File: src/rtl/sequence_control_pkg.sv
// Shared constants for the sequence controller: state encodings, start-code values and the classifier.
// ST_ERROR exists only when SEQUENCE_CONTROL_TIMEOUT_EN is defined.
package sequence_control_pkg;

  localparam logic [2:0] ST_IDLE     = 3'd0;
  localparam logic [2:0] ST_RESET    = 3'd1;
  localparam logic [2:0] ST_FILL     = 3'd2;
  localparam logic [2:0] ST_WAIT_ADV = 3'd3;
  localparam logic [2:0] ST_HEADERS  = 3'd4;
  localparam logic [2:0] ST_RUN      = 3'd5;
`ifdef SEQUENCE_CONTROL_TIMEOUT_EN
  localparam logic [2:0] ST_ERROR    = 3'd6;
`endif

  localparam logic [7:0] PICTURE_SC  = 8'h00;
  localparam logic [7:0] SLICE_FIRST = 8'h01;
  localparam logic [7:0] SLICE_LAST  = 8'hAF;
  localparam logic [7:0] SEQ_HDR_SC  = 8'hB3;
  localparam logic [7:0] SEQ_END_SC  = 8'hB7;

  typedef struct packed {
    logic startCode;
    logic picture;
    logic slice;
    logic seqHeader;
    logic seqEnd;
  } sc_flags_t;

  // A start code is the 0x000001 prefix; the low byte selects the kind.
  function automatic sc_flags_t classify(input logic [31:0] w);
    sc_flags_t f;
    f.startCode = (w[31:9] == 23'd0) && w[8];
    f.picture   = f.startCode && (w[7:0] == PICTURE_SC);
    f.slice     = f.startCode && (w[7:0] >= SLICE_FIRST) && (w[7:0] <= SLICE_LAST);
    f.seqHeader = f.startCode && (w[7:0] == SEQ_HDR_SC);
    f.seqEnd    = f.startCode && (w[7:0] == SEQ_END_SC);
    return f;
  endfunction

endpackage

File: src/rtl/sequence_control_if.sv
// Handshake bundle between the sequence controller (master) and the header/picture decoders (slave).
interface sequence_control_if;

  logic Headers_Shift_1_En_I;
  logic Headers_Shift_8_En_I;
  logic Picture_Shift_1_En_I;
  logic Picture_Shift_8_En_I;
  logic Headers_Done_I;
  logic Picture_Done_I;
  logic Headers_Start_O;
  logic Picture_Start_O;

  modport master (
    input  Headers_Shift_1_En_I, Headers_Shift_8_En_I,
    input  Picture_Shift_1_En_I, Picture_Shift_8_En_I,
    input  Headers_Done_I, Picture_Done_I,
    output Headers_Start_O, Picture_Start_O
  );

  modport slave (
    output Headers_Shift_1_En_I, Headers_Shift_8_En_I,
    output Picture_Shift_1_En_I, Picture_Shift_8_En_I,
    output Headers_Done_I, Picture_Done_I,
    input  Headers_Start_O, Picture_Start_O
  );

endinterface

File: src/rtl/seq_start_code_detect.sv
// Combinational start-code classifier over the top 32 bits of the bitstream window.
module seq_start_code_detect
  import sequence_control_pkg::*;
#(
  parameter int DATA_WIDTH = 32
) (
  input  logic [DATA_WIDTH-1:0] i_window,
  output sc_flags_t             o_flags
);

  assign o_flags = classify(i_window[DATA_WIDTH-1 -: 32]);

endmodule

File: src/rtl/sequence_control.sv
// Top-level sequence controller: pipe fill, frame pacing, decoder handshakes and picture counting.
// Optional watchdog/ERROR state enabled by defining SEQUENCE_CONTROL_TIMEOUT_EN.
module sequence_control
  import sequence_control_pkg::*;
#(
  parameter int DATA_WIDTH     = 32,
  parameter int FILL_WAIT      = 28,
  parameter int FILL_BYTES     = 4,
  parameter int TIMEOUT_CYCLES = 1048576
) (
  input  logic                  clock,
  input  logic                  resetn,
  input  logic                  Start_Sequence_Decode_I,
  input  logic                  Advance_Frame_I,
  input  logic                  Free_Run_I,
  input  logic [DATA_WIDTH-1:0] Bitstream_Data_I,
  input  logic                  Shift_Busy_I,
  sequence_control_if.master    bus,
  output logic                  Shift_1_En_O,
  output logic                  Shift_8_En_O,
  output logic                  Start_Code_O,
  output logic                  Slice_Start_Code_O,
  output logic                  Picture_Start_Code_O,
  output logic                  Sequence_Header_Code_O,
  output logic                  Sequence_End_Code_O,
  output logic [15:0]           Picture_Count_O,
  output logic                  Sequence_End_O,
  output logic                  Error_O,
  output logic [2:0]            State_O
);

  localparam int FILL_LAST = FILL_WAIT + FILL_BYTES - 1;
  localparam int CW        = $clog2(FILL_WAIT + FILL_BYTES + 1);

  logic [2:0]    r_state;
  logic [CW-1:0] r_count;
  logic          r_pending;
  logic          r_headersStart;
  logic          r_pictureStart;
  logic          r_seqEnd;
  logic [15:0]   r_picCount;
  sc_flags_t     w_flags;
  logic          w_fillShift;

  seq_start_code_detect #(
    .DATA_WIDTH (DATA_WIDTH)
  ) u_detect (
    .i_window (Bitstream_Data_I),
    .o_flags  (w_flags)
  );

  assign w_fillShift = (r_state == ST_FILL) && (r_count >= CW'(FILL_WAIT)) && !Shift_Busy_I;

`ifdef SEQUENCE_CONTROL_TIMEOUT_EN
  localparam int WDW = $clog2(TIMEOUT_CYCLES + 1);

  logic [WDW-1:0] r_wdog;
  logic           r_error;
  logic           w_exit;
  logic           w_wdogHit;

  assign w_exit = ((r_state == ST_HEADERS) && !r_headersStart && bus.Headers_Done_I) ||
                  ((r_state == ST_RUN) && !r_pictureStart && bus.Picture_Done_I);
  assign w_wdogHit = ((r_state == ST_HEADERS) || (r_state == ST_RUN)) && !w_exit &&
                     (r_wdog == WDW'(TIMEOUT_CYCLES - 1));

  // Watchdog restarts whenever HEADERS or RUN is entered afresh.
  always_ff @(posedge clock or negedge resetn) begin
    if (!resetn) begin
      r_wdog <= '0;
    end else if (((r_state == ST_HEADERS) || (r_state == ST_RUN)) && !w_exit &&
                 !Start_Sequence_Decode_I) begin
      r_wdog <= r_wdog + 1'b1;
    end else begin
      r_wdog <= '0;
    end
  end

  assign Error_O = r_error;
`else
  assign Error_O = 1'b0;
`endif

  always_ff @(posedge clock or negedge resetn) begin
    if (!resetn) begin
      r_state        <= ST_IDLE;
      r_count        <= '0;
      r_pending      <= 1'b0;
      r_headersStart <= 1'b0;
      r_pictureStart <= 1'b0;
      r_seqEnd       <= 1'b0;
      r_picCount     <= 16'd0;
`ifdef SEQUENCE_CONTROL_TIMEOUT_EN
      r_error        <= 1'b0;
`endif
    end else begin
      r_headersStart <= 1'b0;
      r_seqEnd       <= 1'b0;
      if (Start_Sequence_Decode_I) begin
        r_state        <= ST_RESET;
        r_count        <= '0;
        r_pending      <= 1'b0;
        r_pictureStart <= 1'b0;
        r_picCount     <= 16'd0;
`ifdef SEQUENCE_CONTROL_TIMEOUT_EN
        r_error        <= 1'b0;
`endif
      end else begin
        // One-deep pacing latch; a pulse while already pending is dropped.
        if (Advance_Frame_I && (r_state != ST_IDLE) && (r_state != ST_RESET))
          r_pending <= 1'b1;
        case (r_state)
          ST_RESET: begin
            r_state <= ST_FILL;
            r_count <= '0;
          end
          ST_FILL: begin
            if (r_count < CW'(FILL_WAIT)) begin
              r_count <= r_count + 1'b1;
            end else if (!Shift_Busy_I) begin
              if (r_count == CW'(FILL_LAST)) r_state <= ST_WAIT_ADV;
              else                           r_count <= r_count + 1'b1;
            end
          end
          ST_WAIT_ADV: begin
            if (w_flags.seqEnd) begin
              r_seqEnd <= 1'b1;
              r_state  <= ST_IDLE;
            end else if (r_pending || Free_Run_I) begin
              r_headersStart <= 1'b1;
              r_pending      <= 1'b0;
              r_state        <= ST_HEADERS;
            end
          end
          ST_HEADERS: begin
            // Done seen during the start-pulse cycle may be stale from the last picture.
            if (!r_headersStart && bus.Headers_Done_I) begin
              r_pictureStart <= 1'b1;
              r_state        <= ST_RUN;
            end
          end
          ST_RUN: begin
            if (r_pictureStart && !bus.Picture_Done_I)
              r_pictureStart <= 1'b0;
            if (!r_pictureStart && bus.Picture_Done_I) begin
              r_picCount <= r_picCount + 16'd1;
              r_state    <= ST_WAIT_ADV;
            end
          end
`ifdef SEQUENCE_CONTROL_TIMEOUT_EN
          ST_ERROR: ;
`endif
          ST_IDLE: ;
          default: r_state <= ST_IDLE;
        endcase
`ifdef SEQUENCE_CONTROL_TIMEOUT_EN
        if (w_wdogHit) begin
          r_error        <= 1'b1;
          r_pictureStart <= 1'b0;
          r_state        <= ST_ERROR;
        end
`endif
      end
    end
  end

  assign bus.Headers_Start_O = r_headersStart;
  assign bus.Picture_Start_O = r_pictureStart;

  assign Shift_1_En_O = bus.Headers_Shift_1_En_I | bus.Picture_Shift_1_En_I;
  assign Shift_8_En_O = bus.Headers_Shift_8_En_I | bus.Picture_Shift_8_En_I | w_fillShift;

  assign Start_Code_O           = w_flags.startCode;
  assign Slice_Start_Code_O     = w_flags.slice;
  assign Picture_Start_Code_O   = w_flags.picture;
  assign Sequence_Header_Code_O = w_flags.seqHeader;
  assign Sequence_End_Code_O    = w_flags.seqEnd;

  assign Picture_Count_O = r_picCount;
  assign Sequence_End_O  = r_seqEnd;
  assign State_O         = r_state;

endmodule

File: src/flat_wrapper.sv
// flat-port wrapper written by rule: the top's interface ports become plain ports
module sequence_control_flat import sequence_control_pkg::*;
#(
  parameter int DATA_WIDTH     = 32,
  parameter int FILL_WAIT      = 28,
  parameter int FILL_BYTES     = 4,
  parameter int TIMEOUT_CYCLES = 1048576
)
  (clock, resetn, Start_Sequence_Decode_I, Advance_Frame_I, Free_Run_I, Bitstream_Data_I, Shift_Busy_I, Shift_1_En_O, Shift_8_En_O, Start_Code_O, Slice_Start_Code_O, Picture_Start_Code_O, Sequence_Header_Code_O, Sequence_End_Code_O, Picture_Count_O, Sequence_End_O, Error_O, State_O, bus_Headers_Shift_1_En_I, bus_Headers_Shift_8_En_I, bus_Picture_Shift_1_En_I, bus_Picture_Shift_8_En_I, bus_Headers_Done_I, bus_Picture_Done_I, bus_Headers_Start_O, bus_Picture_Start_O);
  sequence_control_if bus_i ();
  input  logic clock;
  input  logic resetn;
  input  logic Start_Sequence_Decode_I;
  input  logic Advance_Frame_I;
  input  logic Free_Run_I;
  input  logic [DATA_WIDTH-1:0] Bitstream_Data_I;
  input  logic Shift_Busy_I;
  output logic Shift_1_En_O;
  output logic Shift_8_En_O;
  output logic Start_Code_O;
  output logic Slice_Start_Code_O;
  output logic Picture_Start_Code_O;
  output logic Sequence_Header_Code_O;
  output logic Sequence_End_Code_O;
  output logic [15:0] Picture_Count_O;
  output logic Sequence_End_O;
  output logic Error_O;
  output logic [2:0] State_O;
  input wire logic [$bits(bus_i.Headers_Shift_1_En_I)-1:0] bus_Headers_Shift_1_En_I;
  input wire logic [$bits(bus_i.Headers_Shift_8_En_I)-1:0] bus_Headers_Shift_8_En_I;
  input wire logic [$bits(bus_i.Picture_Shift_1_En_I)-1:0] bus_Picture_Shift_1_En_I;
  input wire logic [$bits(bus_i.Picture_Shift_8_En_I)-1:0] bus_Picture_Shift_8_En_I;
  input wire logic [$bits(bus_i.Headers_Done_I)-1:0] bus_Headers_Done_I;
  input wire logic [$bits(bus_i.Picture_Done_I)-1:0] bus_Picture_Done_I;
  output wire logic [$bits(bus_i.Headers_Start_O)-1:0] bus_Headers_Start_O;
  output wire logic [$bits(bus_i.Picture_Start_O)-1:0] bus_Picture_Start_O;
  assign bus_i.Headers_Shift_1_En_I = bus_Headers_Shift_1_En_I;
  assign bus_i.Headers_Shift_8_En_I = bus_Headers_Shift_8_En_I;
  assign bus_i.Picture_Shift_1_En_I = bus_Picture_Shift_1_En_I;
  assign bus_i.Picture_Shift_8_En_I = bus_Picture_Shift_8_En_I;
  assign bus_i.Headers_Done_I = bus_Headers_Done_I;
  assign bus_i.Picture_Done_I = bus_Picture_Done_I;
  assign bus_Headers_Start_O = bus_i.Headers_Start_O;
  assign bus_Picture_Start_O = bus_i.Picture_Start_O;
  sequence_control #(.DATA_WIDTH(DATA_WIDTH), .FILL_WAIT(FILL_WAIT), .FILL_BYTES(FILL_BYTES), .TIMEOUT_CYCLES(TIMEOUT_CYCLES)) u_core (.clock(clock), .resetn(resetn), .Start_Sequence_Decode_I(Start_Sequence_Decode_I), .Advance_Frame_I(Advance_Frame_I), .Free_Run_I(Free_Run_I), .Bitstream_Data_I(Bitstream_Data_I), .Shift_Busy_I(Shift_Busy_I), .bus(bus_i), .Shift_1_En_O(Shift_1_En_O), .Shift_8_En_O(Shift_8_En_O), .Start_Code_O(Start_Code_O), .Slice_Start_Code_O(Slice_Start_Code_O), .Picture_Start_Code_O(Picture_Start_Code_O), .Sequence_Header_Code_O(Sequence_Header_Code_O), .Sequence_End_Code_O(Sequence_End_Code_O), .Picture_Count_O(Picture_Count_O), .Sequence_End_O(Sequence_End_O), .Error_O(Error_O), .State_O(State_O));
endmodule
File: config.mk
export PLATFORM = sky130hd
export DESIGN_NAME = sequence_control_flat
export DESIGN_NICKNAME = d
export VERILOG_FILES = /design/src/rtl/sequence_control_pkg.sv /design/src/rtl/sequence_control_if.sv /design/src/rtl/seq_start_code_detect.sv /design/src/rtl/sequence_control.sv /design/src/flat_wrapper.sv
export SDC_FILE = /design/constraint.sdc
export NUM_CORES = 1
export LEC_CHECK = 0
export ABC_CLOCK_PERIOD_IN_PS = 5600
export CAP_MARGIN = 10
export CORE_MARGIN = 2
export CORE_UTILIZATION = 46
export CTS_BUF_LIST = sky130_fd_sc_hd__clkbuf_16
export CTS_CLUSTER_SIZE = 40
export DETAILED_ROUTE_END_ITERATION = 10
export HOLD_SLACK_MARGIN = 0.1
export PLACE_DENSITY = 0.85
export RECOVER_POWER = 100
export SYNTH_ARGS = -nofsm -noshare
export SYNTH_HDL_FRONTEND = slang
export SYNTH_SLANG_ARGS = --single-unit
File: constraint.sdc
create_clock -name clock -period 5.6 [get_ports clock]
set_input_delay 0.56 -clock clock [delete_from_list [all_inputs] [get_ports clock]]
set_output_delay 0.56 -clock clock [all_outputs]
set_load 0.02 [all_outputs]
==> flow_metrics.py, run 1 <==
metrics = {
    "synth": {
        "yosysSeqAreaShare_pct": 40.2,
        "synthArstFlopShare_pct": 100,
        "avgSynthCellArea_um2": 8.97,
        "flip_flop_cell_with_the_highest_count_after_synthesis": "dfrtp_1",
        "syn-num-nets": 248,
        "synth_cell_types": 43,
        "ys.warnings.count": 0,
        "synth_edf_count": 0,
        "synth.cell_area_um2": 1800,
        "synth.ff_latch_count": 29,
        "syn-instance-count": 201,
    },
    "clock_tree": {
        "holdBufCountCts": 0,
        "cts-htree-levels": 2,
        "worstSkewPairLatency_ns": 0.27,
        "cts_max_path_buffers": 2,
        "cts_num_sinks": 29,
        "root_buffer": "clkbuf_16",
        "cts.clk_slew.worst_paths_ns": 0.05,
        "cts_buffers": 5,
        "post_cts.resized_instances": 0,
        "cts_tree": "built",
        "cts_post_setup_buffers_inserted": 0,
    },
    "drt": {
        "antenna_left": 0,
        "drt_iter0_markers": 172,
        "via_count": 1844,
        "first_pass_iters": 4,
        "drt_drc_violations_left": 0,
        "finalWirelength_um": 4480,
        "wl_per_cell_um": 14.0,
        "route.detailed.vias_per_inst": 5.74,
    },
    "setup_path": {
        "crit_fanout": 7,
        "worst_setup_start_kind": "primary input",
        "r2r.worst_path.cells": 4,
        "critPathCaptureType": "output port",
        "critical_path_class": "in -> out",
        "crit_required_ns": 5.04,
        "cp_data_arrival_time_ns": 3.15,
    },
    "timing": {
        "finalHoldViolCount": 0,
        "final_max_slew_viol_count": 30,
        "timing.fmax_ghz": 0.270,
        "grt_setup_unrepaired": "no",
        "timing.max_slew.rel_slack_pct": -2.21,
        "finalSetupViolCount": 0,
        "timing.final.crit_share_pct": 66.2,
        "fin_worst_skew_ns": 0.00577,
        "finalSetupTns_ns": 0,
        "final_period_minus_worst_setup_slack_ns": 3.71,
        "tightest_slew_ns": 1.53,
        "whs_ns": 0.540,
    },
    "run": {
        "max_cap_viol_count": 1,
    },
    "pwr": {
        "power.share.sequential_pct": 40.2,
        "power.switching_fraction_pct": 23.7,
        "power.density_cell_area_nw_per_um2": 208,
        "power.share.clock_pct": 44.8,
        "worst_ir_drop_vdd_v": 0.000114,
        "p_sw_uw": 131,
        "power.static_leakage_nw": 1.12,
        "share_comb_of_total_power_pct": 15.0,
        "internal_power_uw": 421,
    },
    "global_routing": {
        "grt_first_pass_wirelength_um": 7460,
        "total_routing_usage_reported_by_global_routing_pct": 22.1,
        "grt_overflow_total": 0,
        "grt_max_degree": 30,
        "first_global_vias": 1775,
        "grt_antenna_before_repair": 0,
    },
    "cells_and_area": {
        "finalCoreUtilization_pct": 71.5,
        "area_growth_synth_to_finish_pct": 47.4,
        "layout.nets": 319,
        "layoutNonFillerInstCount": 321,
        "multi_input_gate_area_in_the_final_layout_um2": 975,
        "fin_area_um2": 2660,
        "layout.area.seq_um2": 726,
        "filler_cell_count": 305,
        "final_layout_size_suffix_gt1_share_pct": 5.86,
        "insertedDiodeCount": 0,
    },
    "die": {
        "core.rowCount": 22,
        "io_pins": 74,
        "initial_utilization_pct": 48.5,
        "floorplan.die.width_um": 66.6,
        "full_die_area_um2": 4440,
        "core_area_um2": 3720,
        "die-height_um": 66.6,
    },
    "placement": {
        "detailed_place_hpwl_um": 3210,
        "detailed_place.area_um2": 2530,
        "number_of_placed_instances_with_taps_included": 313,
        "gp_congestion": 0.875,
        "port-buffer-count": 72,
    },
    "hold_path": {
        "hold_path.class": "reg -> reg",
        "timing.hold.worst_path_depth": 2,
    },
    "status": {
        "violations": "max-capacitance violations, max-slew violations",
        "outcome": "complete, but fails checks",
    },
}
==> cells in the mapped netlist (all sizes together) (5+ instances only) <==
| master | count | area (um2) |
|---|---|---|
| a21oi | 17 | 85.1 |
| clkbuf | 5 | 18.8 |
| dfrtp | 29 | 726 |
| inv | 9 | 33.8 |
| nand2 | 16 | 60.1 |
| nand4 | 6 | 37.5 |
| nor2 | 15 | 56.3 |
| nor4 | 6 | 37.5 |
| o21ai | 13 | 65.1 |
| o31ai | 15 | 113 |
| or3 | 6 | 37.5 |
| or4 | 9 | 67.6 |
==> final timing paths <==
kind,slack (ns),startpoint,end
worst min-delay path,0.54,u_core.r_count[5],u_core.r_count[5]
worst max register to register,3.54,u_core.State_O[1],u_core.Picture_Count_O[7]
max in group asynchronous,3.51,resetn,u_core.bus.Picture_Start_O
worst max-delay path,1.89,Bitstream_Data_I[10],Sequence_End_Code_O
worst min register to register,0.54,u_core.r_count[5],u_core.r_count[5]
min in group asynchronous,1.19,resetn,u_core.r_count[0]
==> layer usage <==
| layer | vias to the layer above | track usage [%] | routed length [um] |
|---|---|---|---|
| li1 | 901 | - | - |
| met1 | 859 | 25.1 | 1860 |
| met2 | 78 | 37.3 | 2180 |
| met3 | 6 | 7.94 | 371 |
| met4 | 0 | 9.18 | 64 |
| met5 | - | 0 | 0 |
==> sequential cells by signal, indices dropped and copies added, names as in the netlist <==
| name | cells |
|---|---|
| u_core.bus.Headers_Start_O | 1 |
| u_core.Sequence_End_O | 1 |
| u_core.Picture_Count_O | 16 |
| u_core.r_count | 6 |
| u_core.State_O | 3 |
| u_core.bus.Picture_Start_O | 1 |
| u_core.r_pending | 1 |
==> kinds of logic after synthesis <==
logic type	after synthesis	synth area share [%]
simple gates	88	28.3
compound gates	58	21.9
flops	29	40.3
buf+inv	18	5.20
fa+ha+maj	3	2.08
xor+xnor	3	1.46
other cells	1	0.208
mux	1	0.625
==> critical path, stage by stage <==
cell and delay [ns]:
dlygate4sd3_1 0.55, nor4_1 0.30, nand4_1 0.16, nor4_1 0.80, dlygate4sd3_1 0.78
==> placed cells by master (no fill, tap or decap), types with 3 or more instances in the layout <==
cell             count
xnor2_1              3
dfrtp_1             29
ha_1                 3
o31ai_1             15
o21ai_0             13
or3_1                6
dlygate4sd3_1       32
clkdlybuf4s50_1     40
nand4_1              6
nor3_1               4
or2_2                3
nand3_1              4
and3_1               4
or4_1                9
nand2_1             16
nor2_1              15
nand3b_1             3
nor4_1               6
clkbuf_16            5
a21oi_1             17
inv_1               10
==> power groups by stage <==
stage / Sequential, mW / Combinational (mW) / Clock, mW
floorplan: 0.226 / 0.0390 / 0
global placement: 0.225 / 0.0848 / 0
detailed placement: 0.226 / 0.0854 / 0
CTS: 0.222 / 0.0861 / 0.252
global route: 0.223 / 0.0902 / 0.261
finish: 0.222 / 0.0828 / 0.247
==> through the flow <==
stage / setup WS [ns] / power (mW)
2_1_floorplan: 2.97 / 0.265
3_3_place_gp: 2.00 / 0.310
3_5_place_dp: 2.03 / 0.311
4_1_cts: 2.01 / 0.560
5_1_grt: 1.60 / 0.575
6_report: 1.89 / 0.552
==> layout make-up <==
cell class / count / area share, %
tap: 48 / 2.26
multi-input combinational: 154 / 36.7
clock buffer: 5 / 4.71
sequential: 29 / 27.3
inverter: 9 / 1.27
clock inverter: 3 / 0.518
timing repair buffer: 73 / 27.3
Power figures use the tool's default switching activity.
==> run 2: changes to the inputs <==
ABC_CLOCK_PERIOD_IN_PS = 3300   (was 5600)
CORE_UTILIZATION = 39   (was 46)
PLACE_DENSITY = 0.77   (was 0.85)
clock period = 3.3 ns   (was 5.6 ns; I/O delays follow)
==> run 2 against run 1 <==
The flow still finishes with violations (max-capacitance violations, max-slew violations). Hold slack improved by 0.015 ns. Combinational power increased by 67%. Utilization down 12 points. Worst setup slack got worse by 1.4 ns. Flip-flop and latch count is the same. Register-to-register slack got worse by 2.8 ns. Largest power group unchanged.
==> flow_metrics.py, run 2 (synthesis gave the netlist of run 1 again) <==
metrics = {
    "timing": {
        "grt_setup_unrepaired": "no",
        "finalHoldViolCount": 0,
        "fin_worst_skew_ns": 0.00480,
        "finalSetupViolCount": 0,
        "fin_ws_ns": 0.478,
        "final_period_minus_worst_setup_slack_ns": 2.82,
        "timing.final.crit_share_pct": 85.5,
        "timing.max_slew.rel_slack_pct": -5.44,
        "finalSetupTns_ns": 0,
        "timing.fmax_ghz": 0.354,
        "final_max_slew_viol_count": 30,
        "tightest_slew_ns": 1.58,
    },
    "cells_and_area": {
        "final_layout_size_suffix_gt1_share_pct": 4.73,
        "area_growth_synth_to_finish_pct": 46.6,
        "largest_register_ffs": 16,
        "final_cell_mix": "clkdlybuf4s50_1, dlygate4sd3_1, dfrtp_1",
        "layout.cells.most_common": "clkdlybuf4s50_1",
        "filler_cell_count": 407,
        "insertedDiodeCount": 0,
        "fin_area_um2": 2640,
        "layout.nets": 321,
    },
    "run": {
        "max_cap_viol_count": 1,
    },
    "global_routing": {
        "grt_overflow_total": 0,
        "first_global_vias": 1762,
        "grt_max_degree": 30,
        "grt_first_pass_wirelength_um": 7830,
        "grt_antenna_before_repair": 0,
        "total_routing_usage_reported_by_global_routing_pct": 19.3,
    },
    "drt": {
        "finalWirelength_um": 4650,
        "wl_per_cell_um": 14.2,
        "via_count": 1851,
        "drt_iter0_markers": 88,
        "first_pass_iters": 4,
        "route.detailed.vias_per_inst": 5.66,
        "antenna_left": 0,
        "drt_drc_violations_left": 0,
    },
    "setup_path": {
        "critical-path-max-stage-delay_ns": 0.73,
        "cp_data_arrival_time_ns": 2.49,
        "critPathSlowestCell": "dlygate4sd3_1",
        "critical_path.most_common_cell": "nor4_1",
        "critPathCaptureType": "output port",
        "crit_fanout": 7,
        "cell_family_with_the_largest_share_of_critical_path_delay": "buffers and inverters",
        "crit_required_ns": 2.97,
        "cp.buffers_inverters": 3,
        "critical_path_class": "in -> out",
        "worst_setup_start_kind": "primary input",
        "worstPathCellList": "clkdlybuf4s50_1 > nor4_1 > nand4_1 > nor4_1 > clkbuf_1 > dlygate4sd3_1",
    },
    "pwr": {
        "power.density_cell_area_nw_per_um2": 355,
        "worst_ir_drop_vdd_v": 0.000195,
        "power.static_leakage_nw": 1.11,
    },
    "clock_tree": {
        "holdBufCountCts": 0,
        "cts_buffers": 5,
        "cts_post_setup_buffers_inserted": 0,
        "cts.clk_slew.worst_paths_ns": 0.05,
        "cts_tree": "built",
        "cts-htree-levels": 2,
        "root_buffer": "clkbuf_16",
        "cts_num_sinks": 29,
        "cts_max_path_buffers": 2,
        "worstSkewPairLatency_ns": 0.27,
        "post_cts.resized_instances": 0,
    },
    "die": {
        "full_die_area_um2": 5180,
        "floorplan.die.width_um": 72.0,
        "io_pins": 74,
        "core_area_um2": 4410,
        "die-height_um": 72.0,
        "initial_utilization_pct": 40.8,
        "core.rowCount": 24,
    },
    "status": {
        "violations": "max-capacitance violations, max-slew violations",
        "outcome": "complete, but fails checks",
    },
    "placement": {
        "port-buffer-count": 72,
        "detailed_place.area_um2": 2550,
        "gp_congestion": 0.851,
        "post-place-ws_ns": 0.513,
        "detailed_place_hpwl_um": 3430,
    },
    "hold_path": {
        "hold_path.class": "reg -> reg",
    },
}
run 2: cell count changes in the layout (fill, tap and decap cells not counted):
cell,delta
clkbuf_1,+2
clkinv_1,+2
a2111oi_1,+1
a2111oi_4,-1
clkdlybuf4s50_1,+1
clkinv_2,-1
dlygate4sd3_1,-1
inv_1,-1
nand2b_1,+1
nand2b_4,-1
run 2: path summary, 6_finish.rpt:
check | startpoint | endpoint | slack [ns] | depth (start not counted)
min in group asynchronous | resetn | u_core.Picture_Count_O[8] | 0.99 | 2
setup / recovery | Bitstream_Data_I[22] | Sequence_End_Code_O | 0.48 | 6
max in group asynchronous | resetn | u_core.Picture_Count_O[3] | 1.39 | 2
hold / removal | u_core.r_count[5] | u_core.r_count[5] | 0.56 | 2
setup reg to reg | u_core.r_count[0] | u_core.r_count[0] | 0.77 | 5
hold reg to reg | u_core.r_count[5] | u_core.r_count[5] | 0.56 | 2
run 2: final cells by class:
class	count	area [um2]	share of cell area, %
inverters	9	33.8	1.28
multi-input cells	154	950	35.9
repair buffers	75	732	27.7
clock buffers	5	125	4.73
flip-flops and latches	29	726	27.4
clock inverters	3	12.5	0.473
well taps	52	65.1	2.46
run 2: stage by stage:
stage | instances | power (mW) | hold slack (ns) | util (%)
global route | 327 | 0.979 | 0.570 | 59.9
CTS | 327 | 0.955 | 0.464 | 60.9
finish | 327 | 0.938 | 0.556 | 59.9
global placement | 319 | 0.528 | 0.530 | 57.8
floorplan | 201 | 0.450 | 0.0344 | -
detailed placement | 319 | 0.530 | 0.532 | 57.8
run 2: power breakdown:
group | switching, mW | internal, mW | total [mW]
Sequential | 0.0133 | 0.364 | 0.377
Clock | 0.152 | 0.272 | 0.424
Combinational | 0.0604 | 0.0771 | 0.138
run 2: tightest hold or removal path: cells and delay by family, from the launching register on:
kind	cells	cell delay, ns
compound gates	2	0.14
flops	1	0.37
run 2: layer usage:
| metal | routed length, um | vias to the layer above | part of all wire [%] | GRT usage [%] |
|---|---|---|---|---|
| li1 | - | 903 | - | - |
| met1 | 1980 | 863 | 43 | 23.7 |
| met2 | 2230 | 81 | 48 | 31.9 |
| met3 | 384 | 4 | 8.3 | 6.53 |
| met4 | 49 | 0 | 1.1 | 6.29 |
| met5 | 0 | - | 0 | 0 |
